==> src/rtl/lsu_pkg.sv <==
// Shared types, encodings and helpers for the load/store unit.
package lsu_pkg;

    localparam int unsigned XLEN = 32;

    localparam logic [1:0] ACCESS_SIZE_BYTE = 2'b00;
    localparam logic [1:0] ACCESS_SIZE_HALF = 2'b01;
    localparam logic [1:0] ACCESS_SIZE_WORD = 2'b10;
    localparam logic [1:0] ACCESS_SIZE_RSVD = 2'b11;

    localparam logic [2:0] FUNCT3_LB  = 3'b000;
    localparam logic [2:0] FUNCT3_LH  = 3'b001;
    localparam logic [2:0] FUNCT3_LW  = 3'b010;
    localparam logic [2:0] FUNCT3_LBU = 3'b100;
    localparam logic [2:0] FUNCT3_LHU = 3'b101;
    localparam logic [2:0] FUNCT3_SB  = 3'b000;
    localparam logic [2:0] FUNCT3_SH  = 3'b001;
    localparam logic [2:0] FUNCT3_SW  = 3'b010;

    typedef enum logic [1:0] {
        IDLE   = 2'd0,
        ACCESS = 2'd1,
        RESP   = 2'd2
    } lsu_state_t;

    typedef struct packed {
        logic            store;
        logic [2:0]      funct3;
        logic [XLEN-1:0] address;
        logic [XLEN-1:0] store_data;
    } lsu_req_t;

    function automatic logic is_misaligned(input logic [1:0] size, input logic [1:0] addr_lo);
        case (size)
            ACCESS_SIZE_HALF: return addr_lo[0];
            ACCESS_SIZE_WORD: return addr_lo != 2'b00;
            default:          return 1'b0;
        endcase
    endfunction

    function automatic logic is_legal(input logic store, input logic [2:0] funct3);
        if (store) begin
            return (funct3 == FUNCT3_SB) || (funct3 == FUNCT3_SH) || (funct3 == FUNCT3_SW);
        end
        return (funct3 == FUNCT3_LB) || (funct3 == FUNCT3_LH) || (funct3 == FUNCT3_LW) ||
               (funct3 == FUNCT3_LBU) || (funct3 == FUNCT3_LHU);
    endfunction

endpackage

==> src/rtl/lsu_load_extend.sv <==
// Merges one byte into a partially assembled load word and sign/zero-extends
// the result according to funct3.
module lsu_load_extend
    import lsu_pkg::*;
(
    input  logic [XLEN-1:0] partial_i,
    input  logic [7:0]      byte_i,
    input  logic [1:0]      idx_i,
    input  logic [2:0]      funct3_i,
    output logic [XLEN-1:0] merged_c,
    output logic [XLEN-1:0] extended_c
);

    always_comb begin
        merged_c = partial_i;
        case (idx_i)
            2'd0:    merged_c[7:0]   = byte_i;
            2'd1:    merged_c[15:8]  = byte_i;
            2'd2:    merged_c[23:16] = byte_i;
            default: merged_c[31:24] = byte_i;
        endcase
    end

    always_comb begin
        case (funct3_i[1:0])
            ACCESS_SIZE_BYTE: extended_c = {{24{~funct3_i[2] & merged_c[7]}}, merged_c[7:0]};
            ACCESS_SIZE_HALF: extended_c = {{16{~funct3_i[2] & merged_c[15]}}, merged_c[15:0]};
            default:          extended_c = merged_c;
        endcase
    end

endmodule

==> src/rtl/load_store_unit.sv <==
// Data-memory initiator: one load/store at a time, response via valid/ready.
// Build option MISALIGNED_SPLIT_EN splits misaligned half/word into byte accesses.
module load_store_unit
    import lsu_pkg::*;
#(
    parameter int unsigned ADDR_W        = 32,
    parameter bit          RESET_PC_SAFE = 1'b1
) (
    input  logic        clock,
    input  logic        reset,
    input  logic        req_valid,
    output logic        req_ready,
    input  logic        req_store,
    input  logic [2:0]  req_funct3,
    input  logic [31:0] req_address,
    input  logic [31:0] req_store_data,
    output logic        resp_valid,
    input  logic        resp_ready,
    output logic [31:0] resp_data,
    output logic        resp_fault,
    output logic [31:0] mem_address,
    output logic [31:0] mem_data_in,
    input  logic [31:0] mem_data_out,
    output logic        mem_read_write,
    output logic [1:0]  mem_access_size,
    output logic        mem_unsigned_access
);

    lsu_state_t  state_q, state_d;
    logic        req_ready_q, req_ready_d;
    logic        resp_valid_q, resp_valid_d;
    logic [31:0] resp_data_q, resp_data_d;
    logic        resp_fault_q, resp_fault_d;
    logic [31:0] mem_address_q, mem_address_d;
    logic [31:0] mem_data_in_q, mem_data_in_d;
    logic        mem_rw_q, mem_rw_d;
    logic [1:0]  mem_size_q, mem_size_d;
    logic        mem_unsigned_q, mem_unsigned_d;

    logic [31:0] req_addr_ext;
    logic        legal_c;
    logic        misaligned_c;

    assign req_addr_ext = 32'(req_address[ADDR_W-1:0]);
    assign legal_c      = is_legal(req_store, req_funct3);
    assign misaligned_c = is_misaligned(req_funct3[1:0], req_address[1:0]);

`ifdef MISALIGNED_SPLIT_EN
    lsu_req_t    req_q, req_d;
    logic        split_q, split_d;
    logic [1:0]  cnt_q, cnt_d;
    logic [1:0]  cnt_nxt;
    logic [1:0]  cnt_last;
    logic [31:0] buf_q, buf_d;
    logic [31:0] split_addr;
    logic [31:0] merged_c;
    logic [31:0] extended_c;

    assign cnt_nxt    = cnt_q + 2'd1;
    assign cnt_last   = (req_q.funct3[1:0] == ACCESS_SIZE_HALF) ? 2'd1 : 2'd3;
    assign split_addr = 32'(req_q.address[ADDR_W-1:0] + ADDR_W'(cnt_nxt));

    lsu_load_extend u_load_extend (
        .partial_i  (buf_q),
        .byte_i     (mem_data_out[7:0]),
        .idx_i      (cnt_q),
        .funct3_i   (req_q.funct3),
        .merged_c   (merged_c),
        .extended_c (extended_c)
    );
`endif

    // Next-state and registered-output logic.
    always_comb begin
        state_d        = state_q;
        resp_data_d    = resp_data_q;
        resp_fault_d   = resp_fault_q;
        mem_address_d  = mem_address_q;
        mem_data_in_d  = mem_data_in_q;
        mem_rw_d       = 1'b1;
        mem_size_d     = mem_size_q;
        mem_unsigned_d = mem_unsigned_q;
`ifdef MISALIGNED_SPLIT_EN
        req_d   = req_q;
        split_d = split_q;
        cnt_d   = cnt_q;
        buf_d   = buf_q;
`endif
        case (state_q)
            IDLE: begin
                if (req_valid) begin
                    resp_data_d  = '0;
                    resp_fault_d = 1'b0;
                    if (!legal_c) begin
                        state_d      = RESP;
                        resp_fault_d = 1'b1;
`ifdef MISALIGNED_SPLIT_EN
                    end else if (misaligned_c) begin
                        state_d        = ACCESS;
                        split_d        = 1'b1;
                        cnt_d          = 2'd0;
                        buf_d          = '0;
                        req_d          = '{store: req_store, funct3: req_funct3,
                                           address: req_address, store_data: req_store_data};
                        mem_address_d  = req_addr_ext;
                        mem_data_in_d  = {24'd0, req_store_data[7:0]};
                        mem_size_d     = ACCESS_SIZE_BYTE;
                        mem_unsigned_d = 1'b1;
                        mem_rw_d       = ~req_store;
`else
                    end else if (misaligned_c) begin
                        state_d      = RESP;
                        resp_fault_d = 1'b1;
`endif
                    end else begin
                        state_d        = ACCESS;
                        mem_address_d  = req_addr_ext;
                        mem_data_in_d  = req_store_data;
                        mem_size_d     = req_funct3[1:0];
                        mem_unsigned_d = req_funct3[2];
                        mem_rw_d       = ~req_store;
`ifdef MISALIGNED_SPLIT_EN
                        split_d        = 1'b0;
`endif
                    end
                end
            end
            ACCESS: begin
                state_d     = RESP;
                resp_data_d = mem_rw_q ? mem_data_out : '0;
`ifdef MISALIGNED_SPLIT_EN
                // Byte-wise sequence: collect load bytes, step address until last byte.
                if (split_q) begin
                    resp_data_d = '0;
                    if (!req_q.store) begin
                        buf_d = merged_c;
                    end
                    if (cnt_q != cnt_last) begin
                        state_d       = ACCESS;
                        cnt_d         = cnt_nxt;
                        mem_address_d = split_addr;
                        mem_data_in_d = {24'd0, 8'(req_q.store_data >> {cnt_nxt, 3'b000})};
                        mem_rw_d      = ~req_q.store;
                    end else if (!req_q.store) begin
                        resp_data_d = extended_c;
                    end
                end
`endif
            end
            RESP: begin
                if (resp_ready) begin
                    state_d = IDLE;
                end
            end
            default: state_d = IDLE;
        endcase
        resp_valid_d = (state_d == RESP);
        req_ready_d  = (state_d == IDLE);
    end

    always_ff @(posedge clock) begin
        if (reset) begin
            state_q        <= IDLE;
            req_ready_q    <= 1'b1;
            resp_valid_q   <= 1'b0;
            resp_data_q    <= '0;
            resp_fault_q   <= 1'b0;
            mem_address_q  <= '0;
            mem_data_in_q  <= '0;
            mem_rw_q       <= 1'b1;
            mem_size_q     <= ACCESS_SIZE_BYTE;
            mem_unsigned_q <= 1'b0;
`ifdef MISALIGNED_SPLIT_EN
            req_q          <= '0;
            split_q        <= 1'b0;
            cnt_q          <= 2'd0;
            buf_q          <= '0;
`endif
        end else begin
            state_q        <= state_d;
            req_ready_q    <= req_ready_d;
            resp_valid_q   <= resp_valid_d;
            resp_data_q    <= resp_data_d;
            resp_fault_q   <= resp_fault_d;
            mem_address_q  <= mem_address_d;
            mem_data_in_q  <= mem_data_in_d;
            mem_rw_q       <= mem_rw_d;
            mem_size_q     <= mem_size_d;
            mem_unsigned_q <= mem_unsigned_d;
`ifdef MISALIGNED_SPLIT_EN
            req_q          <= req_d;
            split_q        <= split_d;
            cnt_q          <= cnt_d;
            buf_q          <= buf_d;
`endif
        end
    end

    // Reset overrides the write strobe immediately so setup writes are never disturbed.
    assign mem_read_write      = (RESET_PC_SAFE && reset) ? 1'b1 : mem_rw_q;
    assign req_ready           = req_ready_q;
    assign resp_valid          = resp_valid_q;
    assign resp_data           = resp_data_q;
    assign resp_fault          = resp_fault_q;
    assign mem_address         = mem_address_q;
    assign mem_data_in         = mem_data_in_q;
    assign mem_access_size     = mem_size_q;
    assign mem_unsigned_access = mem_unsigned_q;

endmodule

==> config.mk <==
export PLATFORM = sky130hd
export DESIGN_NAME = load_store_unit
export DESIGN_NICKNAME = d
export VERILOG_FILES = /design/src/rtl/lsu_pkg.sv /design/src/rtl/lsu_load_extend.sv /design/src/rtl/load_store_unit.sv
export SDC_FILE = /design/constraint.sdc
export NUM_CORES = 1
export LEC_CHECK = 0
export ABC_AREA = 0
export BUFFER_PORTS_ARGS = -buffer_cell sky130_fd_sc_hd__buf_2
export CORE_MARGIN = 2
export CORE_UTILIZATION = 42
export CTS_CLUSTER_SIZE = 40
export DETAILED_ROUTE_END_ITERATION = 12
export GPL_ROUTABILITY_DRIVEN = 0
export PLACE_DENSITY = 0.76
export SLEW_MARGIN = 40
export SYNTH_ARGS = -nofsm -noshare
export SYNTH_HDL_FRONTEND = slang
export SYNTH_SLANG_ARGS = --single-unit
==> constraint.sdc <==
create_clock -name clock -period 1.7 [get_ports clock]
set_input_delay 0.51 -clock clock [delete_from_list [all_inputs] [get_ports clock]]
set_output_delay 0.51 -clock clock [all_outputs]
set_load 0.005 [all_outputs]
# Word level (Yosys, flattened, before mapping)
# Index checks and enable logic that the tools add are counted.
dict set report totals {
  reg_bits 105
  inputBits 104
  out_inout_bits 103
}
dict set report op_classes {
  n_eq_ne 10
  mux 15
  bitwise_logic 5
  reduce_logical 13
}
# op count
set ops {}
lappend ops {{$mux W32} 2}
lappend ops {{$pmux W32 S2} 1}
lappend ops {{$mux W2} 4}
lappend ops {{$eq A2 B2 Y1 const B} 3}
lappend ops {{$eq A3 B3 Y1 const B} 2}
lappend ops {{$mux W1} 6}
lappend ops {{$pmux W2 S3} 1}
lappend ops {{$not A1 Y1} 5}
lappend ops {{$reduce_or A5 Y1} 1}
lappend ops {{$eq A2 B1 Y1 const B} 2}
lappend ops {{$logic_not A2 Y1} 2}
lappend ops {{$logic_or A1 B1 Y1} 4}
lappend ops {{$reduce_and A2 Y1} 2}
lappend ops {{$reduce_and A4 Y1} 1}
lappend ops {{$reduce_bool A2 Y1} 2}
lappend ops {{$eq A3 B1 Y1 const B} 1}
lappend ops {{$eq A3 B2 Y1 const B} 1}
lappend ops {{$logic_not A3 Y1} 1}
lappend ops {{$ne A2 B2 Y1 const B} 1}
lappend ops {{$pmux W1 S2} 1}

# Logic depth before layout (Yosys ltp)
# Gate-level depths: netlist (run 1).
dict set report logic_depth {
  word_depth 10
  mapped_depth 8
}

# Least setup slack after synthesis (run 1)
# No wires, ideal clock.
dict set report synth_path {
  kind {in2reg}
  from {in req_funct3[1]}
  to {reg state_q[0]}
  setup_time_ps 114
  t_arrival_ps 1643
  setup_slack_ps -57
  stages 8
  path_buffers 2
  cell_sequence {inv_1 -> ha_1 -> nor3_2 -> o22ai_1 -> and3_4 -> buf_12 -> buf_12 -> and2b_1}
}
dict set report synth_via {
  elab_chain_cells 9
  elab_cells_between_ends 18
  classes_between {6 x eq/ne; 7 x mux; 5 x reduce/logical}
}
# element line_no
set synth_lines {}
lappend synth_lines {{start: declaration} load_store_unit.sv:14} ;# input logic [2:0] req_funct3,
lappend synth_lines {{$eq A3 B1 Y1 or $logic_not A3 Y1 (tied branches)} {lsu_pkg.sv:43, lsu_pkg.sv:45}}
lappend synth_lines {{$logic_or A1 B1 Y1 (2 in a row)} {lsu_pkg.sv:43, lsu_pkg.sv:45}}
lappend synth_lines {{$logic_or A1 B1 Y1} lsu_pkg.sv:45} ;# return (funct3 == FUNCT3_LB) || (funct3 == FUNCT3_LH) || (funct3 == FUNCT3_LW) ||
lappend synth_lines {{$logic_or A1 B1 Y1} lsu_pkg.sv:46} ;# (funct3 == FUNCT3_LBU) || (funct3 == FUNCT3_LHU);
lappend synth_lines {{$mux W1} lsu_pkg.sv:45}
lappend synth_lines {{$mux W2 (*)} load_store_unit.sv:94} ;# if (!legal_c) begin
lappend synth_lines {{$mux W2 (*)} load_store_unit.sv:91} ;# if (req_valid) begin
lappend synth_lines {{$pmux W2 S3 (*)} load_store_unit.sv:89} ;# case (state_q)
lappend synth_lines {{end signal: assignment} load_store_unit.sv:180} ;# state_q <= state_d;
lappend synth_lines {{end: declaration} load_store_unit.sv:29} ;# lsu_state_t state_q, state_d;
# Every way passes the cells marked *; elsewhere a longest branch is shown, timed or not. The select of a mux whose other input is x is not followed.
# A chain may end at the register's enable or synchronous reset.

# Worst setup path in the final report (run 1)
dict set report layout_path {
  from {in req_funct3[1]}
  to {reg mem_size_q[0], in the netlist mem_access_size[0]}
}
dict set report layout_via {
  elab_chain_cells 7
  elab_cells_between_ends 16
  classes_between {6 x eq/ne; 3 x mux; 1 x bitwise; 6 x reduce/logical}
}
# element line_no
set layout_lines {}
lappend layout_lines {{$eq A3 B1 Y1 or $logic_not A3 Y1 (tied branches)} {lsu_pkg.sv:43, lsu_pkg.sv:45}}
lappend layout_lines {{$logic_or A1 B1 Y1 (2 in a row)} {lsu_pkg.sv:43, lsu_pkg.sv:45}}
lappend layout_lines {{$logic_or A1 B1 Y1} lsu_pkg.sv:45}
lappend layout_lines {{$logic_or A1 B1 Y1} lsu_pkg.sv:46}
lappend layout_lines {{$mux W1} lsu_pkg.sv:45}
lappend layout_lines {{$reduce_and A4 Y1 (no source line) (*)} n/a}
lappend layout_lines {{end signal: assignment} load_store_unit.sv:188} ;# mem_size_q <= mem_size_d;
lappend layout_lines {{end: declaration} load_store_unit.sv:37} ;# logic [1:0] mem_size_q, mem_size_d;
# Marks and branches as above.

==> results.cfg, run 1 <==
[final_layout]
area_growth_pct = 29.6
nNetsFinal = 733
final_cell_mix = 205 x buf_2, 134 x nand2b_1, 105 x dfxtp_1
antenna_cells = 0
fillers = 946
utilization_pct = 55.9
final_common_cell = buf_2
drive_gt1_share_pct = 38.6

[power_and_ir_drop]
leakagePower_nw = 2.61
ir_drop_uv = 367
pwr_density_cell_nw_per_um2 = 823

[job]
cap_viol_max_count = 0

[clock_tree]
post-cts-setup-buffers = 0
clk_latency_ns = 0.35
tritoncts = built
cts_htree_levels = 3
cts_root_buf = clkbuf_8
numCtsBuffers = 9
cts_num_sinks = 105
postCtsHoldBufs = 0
max-clock-path-buffers = 2
clkSlewWorstSetupHoldPaths_ns = 0.09

[floorplanning]
die_x_um = 107
top_level_ports = 207
die-area_sq_um = 11400
die_h_um = 107
initial_core_util_pct = 43.1
rows = 37
fp.coreArea_sq_um = 10300

[global_route]
grt_pass1_wl_um = 15900
antenna_found_initial = 0
overflow = 0
grt_max_degree = 150
grtUsageTotal_pct = 17.3
grt_pass1_vias = 3462

[timing]
tightest_slew_ns = 0.536
setup_viol = 0
fmaxAchievable_ghz = 0.639
hold_viol = 0
fin_tns_setup_ns = 0
rsz0062_at_grt = false
slew_headroom_pct = 64.2
finalCritPeriodShare_pct = 92.0
period_minus_slack_ns = 1.56
finalClockSkew_ns = 0.00902
slew_viol_final = 0

[drt]
drt_iter0_markers = 243
viasPerCell = 4.66
drcViolationCount = 0
drt-pass1-iter-count = 4
ant_nets = 0
drt_wl_total_um = 9820
wl_per_cell_um = 12.8
vias = 3572

[synthesis]
ys_dominant_reg_cell = dfxtp_1
ys_types = 24
synth_area_sq_um = 4430
ys_async_sr_fraction_pct = 0
synthCells = 431
synth_seq_cells = 105
synth_edf_count = 0
synth_seq_area_share_pct = 47.4
syn_avg_cell_area_sq_um = 10.3
ys_warn_count = 0
synthesis.nets = 538

[place]
hpwlAfterDp_um = 7360
numPortBuffers = 206

[hold_path]
hold_class = primary input to register

[setup_path]
crit_arrival_ns = 1.85
path_class = primary input to register
endpoint_kind = register
required_ns = 1.98
critPathMaxFanout = 25
startpoint_type = primary input

[outcome]
outcome = finished, final reports clean
## path summary, 6_finish.rpt
kind                            depth (start not counted)  slack, ns      startpoint                 end
worst min register to register                          2       0.47  mem_address[9]      mem_address[9]
worst max-delay path                                    8       0.14   req_funct3[1]  mem_access_size[0]
worst min-delay path                                    2       0.39       req_store            mem_rw_q
worst max register to register                          5       0.20      state_q[1]  mem_access_size[0]
## registers in the layout, summed over array words and instances (netlist names)
name / count
mem_address: 32
mem_data_in: 32
resp_data: 32
mem_access_size: 2
state_q: 2
mem_rw_q: 1
mem_unsigned_access: 1
req_ready: 1
resp_fault: 1
resp_valid: 1
## repair_timing
action,in CTS,in global routing
endpoints found under the hold margin,0,0
gates resized for setup,0,1
setup endpoints to repair,0,4
## cell families after synthesis
family / synth area share, %
and+or+nand+nor: 23.6
DFF: 47.4
muxes: 15.4
AOI/OAI and AO/OA: 6.52
buffers and inverters: 6.24
adders and majority gates: 0.847
## critical path: stages
cell,delay [ns]
buf_2,0.15
inv_4,0.06
ha_4,0.16
o21ai_1,0.13
a21bo_1,0.14
and3_4,0.25
buf_12,0.22
mux2i_1,0.21
## routing by layer
layer  global-route usage (%)  part of all wire (%)
met3                     5.35                   9.3
met2                     29.4                    47
met5                        0                     0
met1                     20.5                    42
met4                     6.40                   1.3
## power by group
group          internal (mW)  switching [mW]  total [mW]
logic                  0.413           0.344       0.757
clock network          0.562           0.768        1.33
registers               2.58          0.0630        2.64
total                   3.56            1.17        4.73
## area by class of cell
cell class                 instances  area [sq um]  share of cell area (%)
clock inverter                     3          17.5                   0.305
multi-input combinational        289          2110                    36.7
clock buffer                      12           145                    2.53
inverter                           3          16.3                   0.283
sequential                       105          2100                    36.6
timing repair buffer             218          1190                    20.6
tap                              136           170                    2.96
## metrics by stage
step / setup WS [ns] / power [mW] / std cells / hold WS (ns) / cell area (sq um)
floorplan: 0.0118 / 3.17 / 431 / 0.465 / 4480
global placement: -0.151 / 3.44 / 751 / 0.454 / 5580
detailed placement: -0.267 / 3.47 / 751 / 0.462 / 5580
CTS: 0.0713 / 4.81 / 766 / 0.360 / 5740
global route: 0.0289 / 5.00 / 766 / 0.375 / 5740
finish: 0.135 / 4.73 / 766 / 0.390 / 5740
## cells in the mapped netlist (2+ instances only)
| library cell | number | area [sq um] |
|---|---|---|
| nand2b_1 | 134 | 838 |
| buf_12 | 8 | 160 |
| nor2_1 | 35 | 131 |
| clkbuf_1 | 20 | 75.1 |
| inv_1 | 3 | 11.3 |
| ha_1 | 3 | 37.5 |
| dfxtp_1 | 105 | 2100 |
| mux2i_1 | 68 | 681 |
| nor3_2 | 2 | 20.0 |
| a31oi_1 | 2 | 12.5 |
| buf_2 | 6 | 30.0 |
| nand2_1 | 2 | 7.51 |
| a22oi_1 | 32 | 240 |
No activity file was read; power rests on OpenSTA's default activity.
==> inputs of run 2 (changes only) <==
--- a/config.mk
+++ b/config.mk
@@ -7,6 +7,7 @@
 export LEC_CHECK = 0
 export ABC_AREA = 0
 export BUFFER_PORTS_ARGS = -buffer_cell sky130_fd_sc_hd__buf_2
+export CORE_ASPECT_RATIO = 2
 export CORE_MARGIN = 2
 export CORE_UTILIZATION = 42
 export CTS_CLUSTER_SIZE = 40
==> results.cfg, run 2 (synthesized netlist as in run 1, its figures left out) <==
[setup_path]
required_ns = 1.96
startpoint = req_funct3[1]
reg2reg_slack_ns = 0.16
endpoint_kind = register
crit_chain = buf_2, inv_4, ha_4, o21ai_1, a21bo_1, and3_4, buf_12, mux2i_1
cp_top_family = buffers and inverters
reg2reg_depth = 4
crit_arrival_ns = 1.88
critPathMaxStageDelay_ns = 0.27
worst_path_max_delay_cell = and3_4
r2r-start = state_q[1]
startpoint_type = primary input
path_class = primary input to register
cp_num_buf_inv = 3
critPathMaxFanout = 22
rr_endpoint = mem_address[25]

[clock_tree]
cts_root_buf = clkbuf_16
postCtsHoldBufs = 0
max-clock-path-buffers = 2
numCtsBuffers = 9
post-cts-setup-buffers = 0
cts_num_sinks = 105
clkSlewWorstSetupHoldPaths_ns = 0.07
cts_resized = 0
tritoncts = built
cts_htree_levels = 3
clk_latency_ns = 0.33

[outcome]
outcome = finished, final reports clean

[drt]
viasPerCell = 4.66
vias = 3574
wl_per_cell_um = 12.6
drt_wl_total_um = 9650
ant_nets = 0
drcViolationCount = 0
drt_iter0_markers = 112
drt-pass1-iter-count = 4

[global_route]
grt_max_degree = 171
grt_pass1_vias = 3556
grt_pass1_wl_um = 15700
grtUsageTotal_pct = 16.7
antenna_found_initial = 0
overflow = 0

[floorplanning]
die_x_um = 76.6
die-area_sq_um = 11400
fp.coreArea_sq_um = 10400
initial_core_util_pct = 42.6
rows = 53
top_level_ports = 207
die_h_um = 149

[place]
dp_cells = 751
dpl_cell_area_sq_um = 5570
numPortBuffers = 206
hpwlAfterDp_um = 7160
dp_slack_ns = -0.269

[final_layout]
layout.cells.non_filler = 767
area_growth_pct = 32.5
drive_gt1_share_pct = 38.7
antenna_cells = 0
nNetsFinal = 732
fin_area_sq_um = 5870
final_common_cell = buf_2
final_cell_mix = 205 x buf_2, 134 x nand2b_1, 105 x dfxtp_1

[timing]
hold_viol = 0
setup_viol = 0
slew_viol_final = 0
rsz0062_at_grt = false
slew_headroom_pct = 62.3
finalClockSkew_ns = 0.00798
finalCritPeriodShare_pct = 94.7
fmaxAchievable_ghz = 0.621
holdWs_ns = 0.407
worst_slack_ns = 0.0895
period_minus_slack_ns = 1.61
tightest_slew_ns = 0.566

[hold_path]
hold_depth = 2
whs_endpoint = mem_rw_q
holdCritStartpoint = req_store
hold_class = primary input to register

[job]
cap_viol_max_count = 0

[power_and_ir_drop]
finalPower_mw = 5.45
ir_drop_uv = 666
leakagePower_nw = 2.67
pwr_density_cell_nw_per_um2 = 928
## run 2: cell types whose count changed in the layout (fill, tap and decap cells not counted), sizes merged
cell,delta
clkbuf,-3
inv,+3
buf,-1
bufinv,+1
clkinv,+1
clkinvlp,-1
## run 2: how the worst max path moves through the flow
stage,to,slack [ns],cells after the start
4_1_cts,mem_address[25],0.09,8
2_1_floorplan,state_q[0],0.01,7
6_report,mem_address[25],0.09,8
3_5_place_dp,mem_address[25],-0.27,8
3_3_place_gp,mem_address[21],-0.17,8
5_1_grt,mem_address[29],0.006,8
## run 2: stage by stage
step	setup TNS [ns]	utilization (%)
after floorplan	0	-
final	0	56.4
after global routing	0	56.4
after detailed placement	-15.50	53.5
after global placement	-11.18	53.5
after CTS	0	56.4
## run 2: layer usage
layer / GRT usage [%] / wire (um) / vias to the layer above
met5: 0 / 0 / -
met4: 6.55 / 195 / 0
met3: 4.72 / 720 / 14
met2: 31.3 / 5000 / 144
met1: 17.3 / 3730 / 1607
li1: - / - / 1809
## run 2: area by class of cell
class	count	area [sq um]
fillers	933	4540
flip-flops and latches	105	2100
multi-input cells	289	2100
repair buffers	217	1180
clock buffers	9	225
well taps	137	171
clock inverters	7	75.1
inverters	3	16.3
## run 2: worst register-to-register path, cell delays in order (launching register included)
cell     delay (ns)
dfxtp_1        0.35
nor3b_1        0.35
and3_4         0.34
buf_12         0.21
mux2i_1        0.22
## run 2: power breakdown
group | internal (mW) | switching (mW)
registers | 2.58 | 0.0635
logic | 0.409 | 0.341
clock network | 1.15 | 0.899
total | 4.15 | 1.30
==> inputs of run 3 (changes only) <==
--- a/config.mk
+++ b/config.mk
@@ -13,8 +13,9 @@
 export CTS_CLUSTER_SIZE = 40
 export DETAILED_ROUTE_END_ITERATION = 12
 export GPL_ROUTABILITY_DRIVEN = 0
-export PLACE_DENSITY = 0.76
+export PLACE_DENSITY_LB_ADDON = 0.1
 export SLEW_MARGIN = 40
 export SYNTH_ARGS = -nofsm -noshare
 export SYNTH_HDL_FRONTEND = slang
+export SYNTH_HIERARCHICAL = 1
 export SYNTH_SLANG_ARGS = --single-unit
==> results.cfg, run 3 <==
[outcome]
outcome = finished, final reports clean

[power_and_ir_drop]
leakagePower_nw = 2.68
pwr_density_cell_nw_per_um2 = 935
ir_drop_uv = 517

[synthesis]
yosysTopAreaCellShare_pct = 47.4
synth_seq_cells = 105
ys_async_sr_fraction_pct = 0
yosys-top-cells-area = dfxtp_1 47%, nand2b_1 19%, mux2i_1 15%
synth.most_common_cell = nand2b_1
yosysTopAreaCell = dfxtp_1
ys_dominant_reg_cell = dfxtp_1
ys_types = 24
ys_warn_count = 6
synthCells = 431
synthTopCellsByCount = 134 x nand2b_1, 105 x dfxtp_1, 68 x mux2i_1
syn_avg_cell_area_sq_um = 10.3
synth_area_sq_um = 4430
synthesis.nets = 538
synth_seq_area_share_pct = 47.4
synth_edf_count = 0

[floorplanning]
die-area_sq_um = 11400
initial_core_util_pct = 42.6
fp.coreArea_sq_um = 10400
die_x_um = 76.6
top_level_ports = 207
die_h_um = 149
rows = 53

[final_layout]
drive_gt1_share_pct = 38.6
nNetsFinal = 732
multi_input_area_sq_um = 2110
final_common_cell = buf_2
regArea_sq_um = 2100
area_growth_pct = 32.4
fillers = 1002
final_cell_mix = 205 x buf_2, 134 x nand2b_1, 105 x dfxtp_1
fin_area_sq_um = 5870
antenna_cells = 0

[setup_path]
r2r-start = state_q[1]
reg2reg_depth = 4
critPathMaxFanout = 28
endpoint_kind = register
path_class = primary input to register
worst_path_max_delay_cell = and3_4
rr_endpoint = mem_data_in[31]
crit_arrival_ns = 1.87
reg2reg_slack_ns = 0.21
critPathMaxStageDelay_ns = 0.25
required_ns = 1.96
crit_chain = buf_2, inv_4, ha_4, o21ai_1, a21bo_1, and3_4, buf_12, mux2i_1
startpoint_type = primary input

[global_route]
overflow = 0
grtUsageTotal_pct = 17.4
grt_pass1_wl_um = 16000
antenna_found_initial = 0
grt_pass1_vias = 3391
grt_max_degree = 171

[timing]
hold_viol = 0
setup_viol = 0
slew_headroom_pct = 63.3
finalCritPeriodShare_pct = 94.7
rsz0062_at_grt = false
fin_tns_setup_ns = 0
period_minus_slack_ns = 1.61
slew_viol_final = 0
tightest_slew_ns = 0.551
worst_slack_ns = 0.0907
fmaxAchievable_ghz = 0.621
finalClockSkew_ns = 0.00779

[drt]
drt-pass1-iter-count = 4
wl_per_cell_um = 13.2
ant_nets = 0
drcViolationCount = 0
viasPerCell = 4.64
drt_wl_total_um = 10100
drt_iter0_markers = 206
vias = 3556

[clock_tree]
post-cts-setup-buffers = 0
clk_latency_ns = 0.34
max-clock-path-buffers = 2
cts_htree_levels = 3
numCtsBuffers = 9
cts_num_sinks = 105
cts_root_buf = clkbuf_16
tritoncts = built
clkSlewWorstSetupHoldPaths_ns = 0.07

[hold_path]
hold_class = primary input to register
hold_depth = 2
whs_endpoint = mem_rw_q
holdCritStartpoint = req_store

[place]
hpwlAfterDp_um = 7380
dp_slack_ns = -0.281
numPortBuffers = 206
dpl_cell_area_sq_um = 5560

[job]
cap_viol_max_count = 0
-- run 3: cell counts after synthesis --
Identical to the previous run, type by type.
-- run 3: where the power goes --
part	leakage, nW	internal, mW	switching, mW
Combinational	1.67	0.405	0.345
Clock	0.151	1.19	0.896
Sequential	0.853	2.58	0.0646
-- run 3: area by class of cell --
class / instances / area share, %
clock buffer: 11 / 4.14
clock inverter: 5 / 1.05
inverter: 3 / 0.277
multi-input combinational: 289 / 35.9
sequential: 105 / 35.8
tap: 137 / 2.92
timing repair buffer: 217 / 19.9
-- run 3: metrics by stage --
| step | instances | hold WS (ns) | total power, mW | utilization (%) |
|---|---|---|---|---|
| floorplan | 431 | 0.465 | 3.17 | - |
| global placement | 751 | 0.456 | 3.44 | 53.4 |
| detailed placement | 751 | 0.457 | 3.46 | 53.4 |
| CTS | 767 | 0.395 | 5.57 | 56.3 |
| global route | 767 | 0.417 | 5.76 | 56.3 |
| finish | 767 | 0.406 | 5.49 | 56.3 |
-- run 3: kinds of logic after synthesis --
kind of cell / synth area share (%)
flops: 47.4
fa+ha+maj: 0.847
mux: 15.4
buf+inv: 6.24
simple gates: 23.6
compound gates: 6.52
-- run 3: critical path: cells and delay by family --
| family | cells | cell delay [ns] |
|---|---|---|
| compound gates | 2 | 0.26 |
| fa+ha+maj | 1 | 0.16 |
| mux | 1 | 0.21 |
| buf+inv | 3 | 0.44 |
| simple gates | 1 | 0.25 |
-- run 3: what timing repair did --
item	CTS	global route
gates resized for setup	0	1
endpoints found under the setup margin	0	61
hold buffers	0	0
-- run 3: metal layers --
metal	GRT usage (%)	vias to the layer above	wire (um)
li1	-	1809	-
met1	19.2	1597	3950
met2	31.4	132	5330
met3	4.12	18	610
met4	8.00	0	236
met5	0	-	0
-- run 3: worst max-delay path by stage --
stage / from / end / slack, ns / depth (start not counted)
after global routing: req_funct3[1] / mem_data_in[31] / 0.007 / 8
final: req_funct3[1] / mem_data_in[31] / 0.09 / 8
after detailed placement: req_funct3[1] / mem_data_in[5] / -0.28 / 8
after global placement: req_funct3[1] / mem_address[21] / -0.18 / 8
after floorplan: req_funct3[1] / state_q[0] / 0.01 / 7
after CTS: state_q[1] / mem_data_in[5] / 0.06 / 4
